==> src/rtl/lumi_syncfifo_pkg.sv <==
// Shared LUMI constants used by the same-clock UMI buffering blocks.
package lumi_syncfifo_pkg;

  localparam int UMI_DW = 256;

endpackage

==> src/rtl/la_syncfifo_mem.sv <==
// DEPTH x DW register array: one synchronous write port, one asynchronous read port.
module la_syncfifo_mem #(
  parameter int DW    = 256,
  parameter int DEPTH = 4,
  parameter int AW    = $clog2(DEPTH)
) (
  input  logic          clk,
  input  logic          we,
  input  logic [AW-1:0] waddr,
  input  logic [DW-1:0] wdata,
  input  logic [AW-1:0] raddr,
  output logic [DW-1:0] rdata
);

  logic [DW-1:0] mem [DEPTH];

  // Storage is deliberately unreset; the pointers decide what is valid.
  always_ff @(posedge clk) begin
    if (we) mem[waddr] <= wdata;
  end

  assign rdata = mem[raddr];

endmodule

==> src/rtl/lumi_syncfifo.sv <==
// Single-clock UMI FIFO with first-word-fall-through output, occupancy,
// almost-full, synchronous flush and a combinational bypass mode.
module lumi_syncfifo
  import lumi_syncfifo_pkg::*;
#(
  parameter int DW    = UMI_DW,
  parameter int DEPTH = 4,
  parameter int AFULL = 3,
  localparam int AW   = $clog2(DEPTH)
) (
  input  logic          clk,
  input  logic          reset,
  input  logic          bypass,
  input  logic          flush,
  output logic          fifo_full,
  output logic          fifo_empty,
  output logic          fifo_afull,
  output logic [AW:0]   fifo_count,
  input  logic          umi_in_valid,
  input  logic [DW-1:0] umi_in_data,
  output logic          umi_in_ready,
  output logic          umi_out_valid,
  output logic [DW-1:0] umi_out_data,
  input  logic          umi_out_ready
);

  // Handshake: a word transfers on a clock edge exactly when valid and ready
  // are both high; valid never waits on ready, and data is held while valid.

  logic [AW-1:0] wr_ptr;
  logic [AW-1:0] rd_ptr;
  logic [AW:0]   count;
  logic [DW-1:0] rd_data;
  logic          push;
  logic          pop;

  // Flags come only from the registered count.
  assign fifo_count = count;
  assign fifo_full  = (count == (AW+1)'(DEPTH));
  assign fifo_empty = (count == '0);
  assign fifo_afull = (count >= (AW+1)'(AFULL));

  assign umi_in_ready  = bypass ? (umi_out_ready & ~reset)
                                : (~fifo_full & ~flush & ~reset);
  assign umi_out_valid = bypass ? umi_in_valid : ~fifo_empty;
  assign umi_out_data  = bypass ? umi_in_data  : rd_data;

  // Storage state is frozen while bypassed.
  assign push = ~bypass & umi_in_valid & umi_in_ready;
  assign pop  = ~bypass & ~fifo_empty & umi_out_ready;

  always_ff @(posedge clk or posedge reset) begin
    if (reset) begin
      wr_ptr <= '0;
      rd_ptr <= '0;
      count  <= '0;
    end else if (flush) begin
      wr_ptr <= '0;
      rd_ptr <= '0;
      count  <= '0;
    end else begin
      if (push) wr_ptr <= wr_ptr + AW'(1);
      if (pop)  rd_ptr <= rd_ptr + AW'(1);
      if (push && !pop)      count <= count + (AW+1)'(1);
      else if (pop && !push) count <= count - (AW+1)'(1);
    end
  end

  la_syncfifo_mem #(
    .DW    (DW),
    .DEPTH (DEPTH),
    .AW    (AW)
  ) u_mem (
    .clk   (clk),
    .we    (push),
    .waddr (wr_ptr),
    .wdata (umi_in_data),
    .raddr (rd_ptr),
    .rdata (rd_data)
  );

endmodule
==> config.mk <==
export PLATFORM = sky130hd
export DESIGN_NAME = lumi_syncfifo
export DESIGN_NICKNAME = d
export VERILOG_FILES = /design/src/rtl/lumi_syncfifo_pkg.sv /design/src/rtl/la_syncfifo_mem.sv /design/src/rtl/lumi_syncfifo.sv
export SDC_FILE = /design/constraint.sdc
export NUM_CORES = 1
export LEC_CHECK = 0
export CORE_ASPECT_RATIO = 1.25
export CORE_UTILIZATION = 30
export CTS_BUF_LIST = sky130_fd_sc_hd__clkbuf_8
export DETAILED_ROUTE_END_ITERATION = 6
export SLEW_MARGIN = 20
export SYNTH_ARGS = -nofsm -noshare
export SYNTH_HDL_FRONTEND = slang
export SYNTH_SLANG_ARGS = --single-unit
==> constraint.sdc <==
create_clock -name clk -period 7.79 [get_ports clk]
set_input_delay 1.558 -clock clk [delete_from_list [all_inputs] [get_ports clk]]
set_output_delay 1.558 -clock clk [all_outputs]
set_load 0.02 [all_outputs]
-- Word-level counts from Yosys, hierarchy flattened
Memory sizes are Yosys's and may differ from the RTL's.
Index checks and enable logic that the tools add are counted.
- bits in registers: 7
- memory bits (writable): 1024
- output and inout bits: 264
- logic and storage cells: 42
- memories: 1
- memories (name ; words ; width ; read ports ; clocked after Yosys merged registers in ; write ports ; RTL line ; text):
    u_mem.mem ; 4 ; 256 ; 1 ; 0 ; 1 ; la_syncfifo_mem.sv:15 ; logic [DW-1:0] mem [DEPTH];
- add/sub/neg operators: 4
- $lt $le $gt $ge: 1
- eq/ne operators: 1
- mux-type cells: 12
- bitwise operators: 12
- reductions and logical operators: 8
- operator list (cell ; number):
    256-bit two-way mux ; 1
    3-bit two-way mux ; 3
    2-bit two-way mux ; 4
    1-bit AND ; 7
    1-bit NOT ; 5
    2-bit by 1-bit adder with 2-bit output (second input constant) ; 2
    1-bit two-way mux ; 4
    2-bit nonzero test ; 2
    3-bit by 1-bit adder with 3-bit output (second input constant) ; 1
    3-bit == test (second input constant) ; 1
    3-bit by 2-bit >= comparator with 1-bit output (second input constant) ; 1
    3-bit zero test ; 1
    3-bit nonzero test ; 1
    3-bit by 1-bit subtractor with 3-bit output (second input constant) ; 1
    1-bit logical AND ; 2
    1-bit zero test ; 2

-- Logic depth before layout (Yosys ltp)
- depth after elaboration: 11
- mapped depth: 8
- gate-level depth less buffers: 7

-- Modules after synthesis
Synthesis repeated with hierarchy kept, for this count alone.
- cell total of the unflattened synthesis: 1680
- area, all modules: 40706.5 um2
- modules (own cells, without submodules) (module ; instances ; cells each ; area an instance (um2) ; seq. area each (um2)):
    la_syncfifo_mem ; 1 ; 1341 ; 37216.9 ; 30749.5
    lumi_syncfifo ; 1 ; 339 ; 3489.6 ; 175.2

-- Worst setup path after synthesis
No wires, ideal clock.
- path kind: input port to flip-flop
- start: input bypass
- end: memory u_mem.mem[1][0], enable pin
- library setup time: 649 ps
- arrival: 8073 ps
- slack: -932 ps
- cell stages on the path: 3
- path buffers: 1
- cell sequence: buf_2 -> nor4_4 -> and2_1
- word-level cells in the longest chain between the ends: 5
- ends and longest elaborated chain (element ; RTL line ; text):
    start, declared ; lumi_syncfifo.sv:13 ; input logic bypass,
    1-bit NOT ; lumi_syncfifo.sv:49 ; assign push = ~bypass & umi_in_valid & umi_in_ready;
    1-bit AND ; lumi_syncfifo.sv:49 ;
    1-bit AND (*) ; lumi_syncfifo.sv:49 ;
    1-bit two-way mux (*) ; la_syncfifo_mem.sv:19 ; if (we) mem[waddr] <= wdata;
    1-bit two-way mux (implied by the code) (*) ; la_syncfifo_mem.sv:19 ;
    end, declared ; la_syncfifo_mem.sv:15 ;
Every way passes the cells marked *; elsewhere a longest branch is shown, timed or not.

-- Worst setup path in the final report
- start: register rd_ptr[0]
- end: output umi_out_data[230]
- word-level cells in the longest chain between the ends: 2
- ends and longest elaborated chain (element ; RTL line ; text):
    start, declared ; lumi_syncfifo.sv:31 ; logic [AW-1:0] rd_ptr;
    start signal, assigned ; lumi_syncfifo.sv:63 ; if (pop) rd_ptr <= rd_ptr + AW'(1);
    memory 4 x 256 bit ; n/a ;
    256-bit two-way mux ; lumi_syncfifo.sv:46 ; assign umi_out_data = bypass ? umi_in_data : rd_data;
    end, declared ; lumi_syncfifo.sv:23 ; output logic [DW-1:0] umi_out_data,
Every way passes these cells.

==> impl_results.rst <==
.. list-table::
   :header-rows: 1

   * - Metric
     - Value
   * - Via/cell ratio
     - roughly 4.7
   * - Clock insertion delay at the later pin of the skew report
     - 0.89 ns
   * - Max Freq
     - between 150 and 200 MHz
   * - Yosys synthesis warning count
     - 0
   * - Hold path startpoint
     - wr_ptr[1]
   * - Worst EP arrival
     - 4.16 ns
   * - Port-buffer cells
     - ~530
   * - Top-Level Pins
     - between 500 and 600
   * - Critical path's top delay family
     - buffers and inverters
   * - Cell type of the slowest stage on the worst timing path
     - sky130_fd_sc_hd__dfrtp_4
   * - Leading register cell type out of synthesis
     - sky130_fd_sc_hd__edfxtp_1
   * - Total Neg Setup Slack
     - 0 ns
   * - Number of core rows
     - 150
   * - Layout overhead on the synthesized area
     - 26.6%
   * - Leakage power of the design
     - around 16 nW
   * - Number of gates on the worst path with buffers counted
     - 4
   * - Height of the chip
     - 412 µm
   * - Endpoint kind of the worst setup timing path
     - output port
   * - Critical path startpoint category
     - flip-flop
   * - Initial core utilization
     - 0.302
   * - Buffer type at the clock tree root
     - sky130_fd_sc_hd__clkbuf_8
   * - Number of DRC markers in iteration 0
     - between 1000 and 1500
   * - Skew final
     - around 0.036 ns
   * - Period utilisation layout
     - 0.734
   * - Post-synth top cells
     - 1024 x sky130_fd_sc_hd__edfxtp_1, 260 x sky130_fd_sc_hd__mux2_2, 256 x sky130_fd_sc_hd__mux4_2, 35 x sky130_fd_sc_hd__clkbuf_1, 23 x sky130_fd_sc_hd__buf_2
   * - Dpl ws
     - 2.42 ns
   * - CTS tree
     - built
   * - Buffers from clock root to sink, at most
     - 3
   * - Classification of the worst setup path
     - flip-flop to output port
   * - Share of synthesized registers carrying an async set or reset
     - 0.00679
   * - Number of global-route vias before repair
     - 21400
   * - CTS-repair resized insts
     - 0
   * - Number of buffers inserted by post-CTS setup repair
     - 0
   * - Outcome
     - complete, no violations
   * - Number of antenna violations at the first check in global routing
     - 9
   * - Slew margin rel.
     - 0.259
   * - Fraction of layout instances using a drive strength above 1
     - 0.318
   * - Time the worst path needs with I/O delays and setup
     - 5.72 ns
   * - Worst-Margin Slew
     - 1.11 ns
   * - Total power density per cell area
     - 231 mW/mm²
   * - Horiz. Die Dim
     - approximately 330 µm
   * - Clk sinks
     - 1031
   * - # setup viols final
     - 0
   * - Net count, final
     - between 2000 and 3000
   * - Worst setup slack after layout
     - just over 2 ns
   * - Die Outline Area
     - about 0.14 mm²
   * - Maximum number of pins on one net before global-route repair
     - approximately 130
   * - Worst path bufs/invs
     - 2
   * - Peak VDD IR
     - ~140 µV
   * - Synthesized instance count
     - around 1700
   * - Number of levels in the clock H-tree
     - 4
   * - Clock-pin transition on the worst setup and hold timing paths
     - roughly 0.07 ns
   * - HPWL Detailed
     - between 50000 and 60000 µm
   * - Area share of the leading cell type in the synthesized netlist
     - 0.762
   * - Slack of the worst reg-to-reg path
     - ~4.6 ns
   * - Crit-path max FO
     - slightly below 80
   * - Hold EP
     - wr_ptr[1]
   * - Stage delay of the slowest cell on the critical path
     - approximately 1.0 ns
   * - Leading cell type by number of instances after synthesis
     - sky130_fd_sc_hd__edfxtp_1
   * - Detailed-routing iteration count for the pre-antenna-repair pass
     - 5
   * - Number of nets with antenna violations after routing
     - 0
   * - Number of flops mapped to enable cells by yosys
     - slightly above 1000
   * - Detailed-route wire length
     - around 90000 µm
   * - Unrepaired setup endpoints after global routing
     - false
   * - Max-capacitance violation count
     - 0
   * - Capturing point of the worst reg2reg path
     - u_mem.mem[0][229]
   * - Total global-route track usage
     - 0.135
   * - Routability cong.
     - approximately 0.74
   * - Cell-by-cell listing of the critical path
     - buf_12 -> mux4_2 -> mux2_2 -> clkdlybuf4s50_1
   * - Synth unique cells
     - 28
   * - Worst hold path depth
     - 2
   * - Number of pins with negative max-slew slack in the final report
     - 0
   * - DRC errors left
     - 0
   * - Routed vias
     - about 20000
   * - Number of buffers inserted during clock tree synthesis
     - 163
   * - Summed instance area of the synthesized netlist
     - between 0.04 and 0.05 mm²
   * - Floorplan core area
     - roughly 0.13 mm²
   * - Length in cells of the worst reg-to-reg path
     - 4
   * - First-pass GRT wire length
     - between 100000 and 150000 µm
   * - Worst hold path class
     - flip-flop to flip-flop
   * - Final Hold Viols
     - 0
   * - # hold bufs at CTS
     - 0
   * - Aggregate global routing overflow
     - 0
   * - Share of the yosys chip area belonging to registers
     - 0.767
   * - Worst EP required
     - roughly 6.2 ns
   * - Net count after synthesis
     - between 1500 and 2000
   * - R2r startpoint
     - fifo_count[2]
   * - Avg Synthesized Cell Area
     - 24.0 µm²
   * - Register bit count reported by yosys
     - between 1000 and 1500
   * - Wire per inst
     - around 22 µm
   * - Post-synthesis cell type with the largest combined area
     - sky130_fd_sc_hd__edfxtp_1
   * - Top cells by area in the synthesized netlist
     - sky130_fd_sc_hd__edfxtp_1 76%, sky130_fd_sc_hd__mux4_2 14%, sky130_fd_sc_hd__mux2_2 7.3%
-- through the flow --
step / cell area [µm²] / hold WS (ns) / instances / utilization / total power (W)
after global placement: 47800 / 0.563 / 3900 / 0.358 / 0.00741
after global routing: 51100 / 0.666 / 4202 / 0.382 / 0.0122
after detailed placement: 47800 / 0.587 / 3900 / 0.358 / 0.00742
after floorplan: 40300 / 0.538 / 1681 / - / 0.00686
final: 51100 / 0.600 / 4203 / 0.382 / 0.0118
after CTS: 51000 / 0.604 / 4200 / 0.382 / 0.0120
-- metal layers --
metal / up-vias / routed length, µm / GRT usage
li1: 8482 / - / -
met1: 10300 / 36100 / 0.157
met2: 581 / 48000 / 0.234
met3: 181 / 6030 / 0.0406
met4: 14 / 2250 / 0.0498
met5: - / 99 / 0
-- state kept, by name (all words and copies together) (netlist names) --
signal / count
fifo_count: 3
rd_ptr: 2
u_mem.mem: 1024
wr_ptr: 2
-- cell usage in the layout (no fill, tap or decap), types with 3 or more instances in the layout --
cell / n
sky130_fd_sc_hd__buf_4: 20
sky130_fd_sc_hd__nor2b_1: 3
sky130_fd_sc_hd__clkinv_2: 20
sky130_fd_sc_hd__edfxtp_1: 1024
sky130_fd_sc_hd__inv_6: 8
sky130_fd_sc_hd__mux2_2: 260
sky130_fd_sc_hd__dfrtp_1: 5
sky130_fd_sc_hd__xnor2_1: 3
sky130_fd_sc_hd__buf_12: 14
sky130_fd_sc_hd__nor2_1: 10
sky130_fd_sc_hd__clkinvlp_4: 8
sky130_fd_sc_hd__clkdlybuf4s50_1: 524
sky130_fd_sc_hd__diode_2: 3
sky130_fd_sc_hd__inv_8: 3
sky130_fd_sc_hd__inv_1: 49
sky130_fd_sc_hd__clkbuf_8: 171
sky130_fd_sc_hd__clkinv_1: 36
sky130_fd_sc_hd__ha_1: 4
sky130_fd_sc_hd__and2_4: 4
sky130_fd_sc_hd__mux4_2: 256
sky130_fd_sc_hd__bufinv_16: 9
-- where the power goes --
part	total [W]	switching, W	internal, W
clock network	0.00451	0.00215	0.00236
logic	0.00113	0.000536	0.000592
registers	0.00616	0.0000241	0.00614
total	0.0118	0.00271	0.00909
-- worst register-to-register path: cells and delay by family, from the launching register on --
kind / cells / cell delay (ns)
buffers and inverters: 1 / 0.53
DFF: 1 / 0.45
and+or+nand+nor: 3 / 1.70
-- worst max path at each step --
stage | start | to
6_report | rd_ptr[0] | umi_out_data[230]
2_1_floorplan | bypass | u_mem.mem[0][0]
4_1_cts | rd_ptr[0] | umi_out_data[80]
5_1_grt | rd_ptr[0] | umi_out_data[229]
3_5_place_dp | bypass | umi_out_data[187]
3_3_place_gp | bypass | umi_out_data[187]
-- logic make-up after synthesis --
kind of cell,after synthesis,synth area share
flops,1031,0.767
compound gates,3,0.000434
simple gates,26,0.00375
xor+xnor,4,0.000869
mux,518,0.216
buf+inv,94,0.0106
fa+ha+maj,5,0.00174
-- cell type report --
class                      instances  area [µm²]
clock inverter                   129         863
tap                             1748        2190
fill                           12100       82600
sequential                      1031       30900
multi-input combinational        556        9000
inverter                           6        22.5
clock buffer                     171        2350
antenna                            3        7.51
timing repair buffer             559        5690
(Power assumes the default switching activity.)
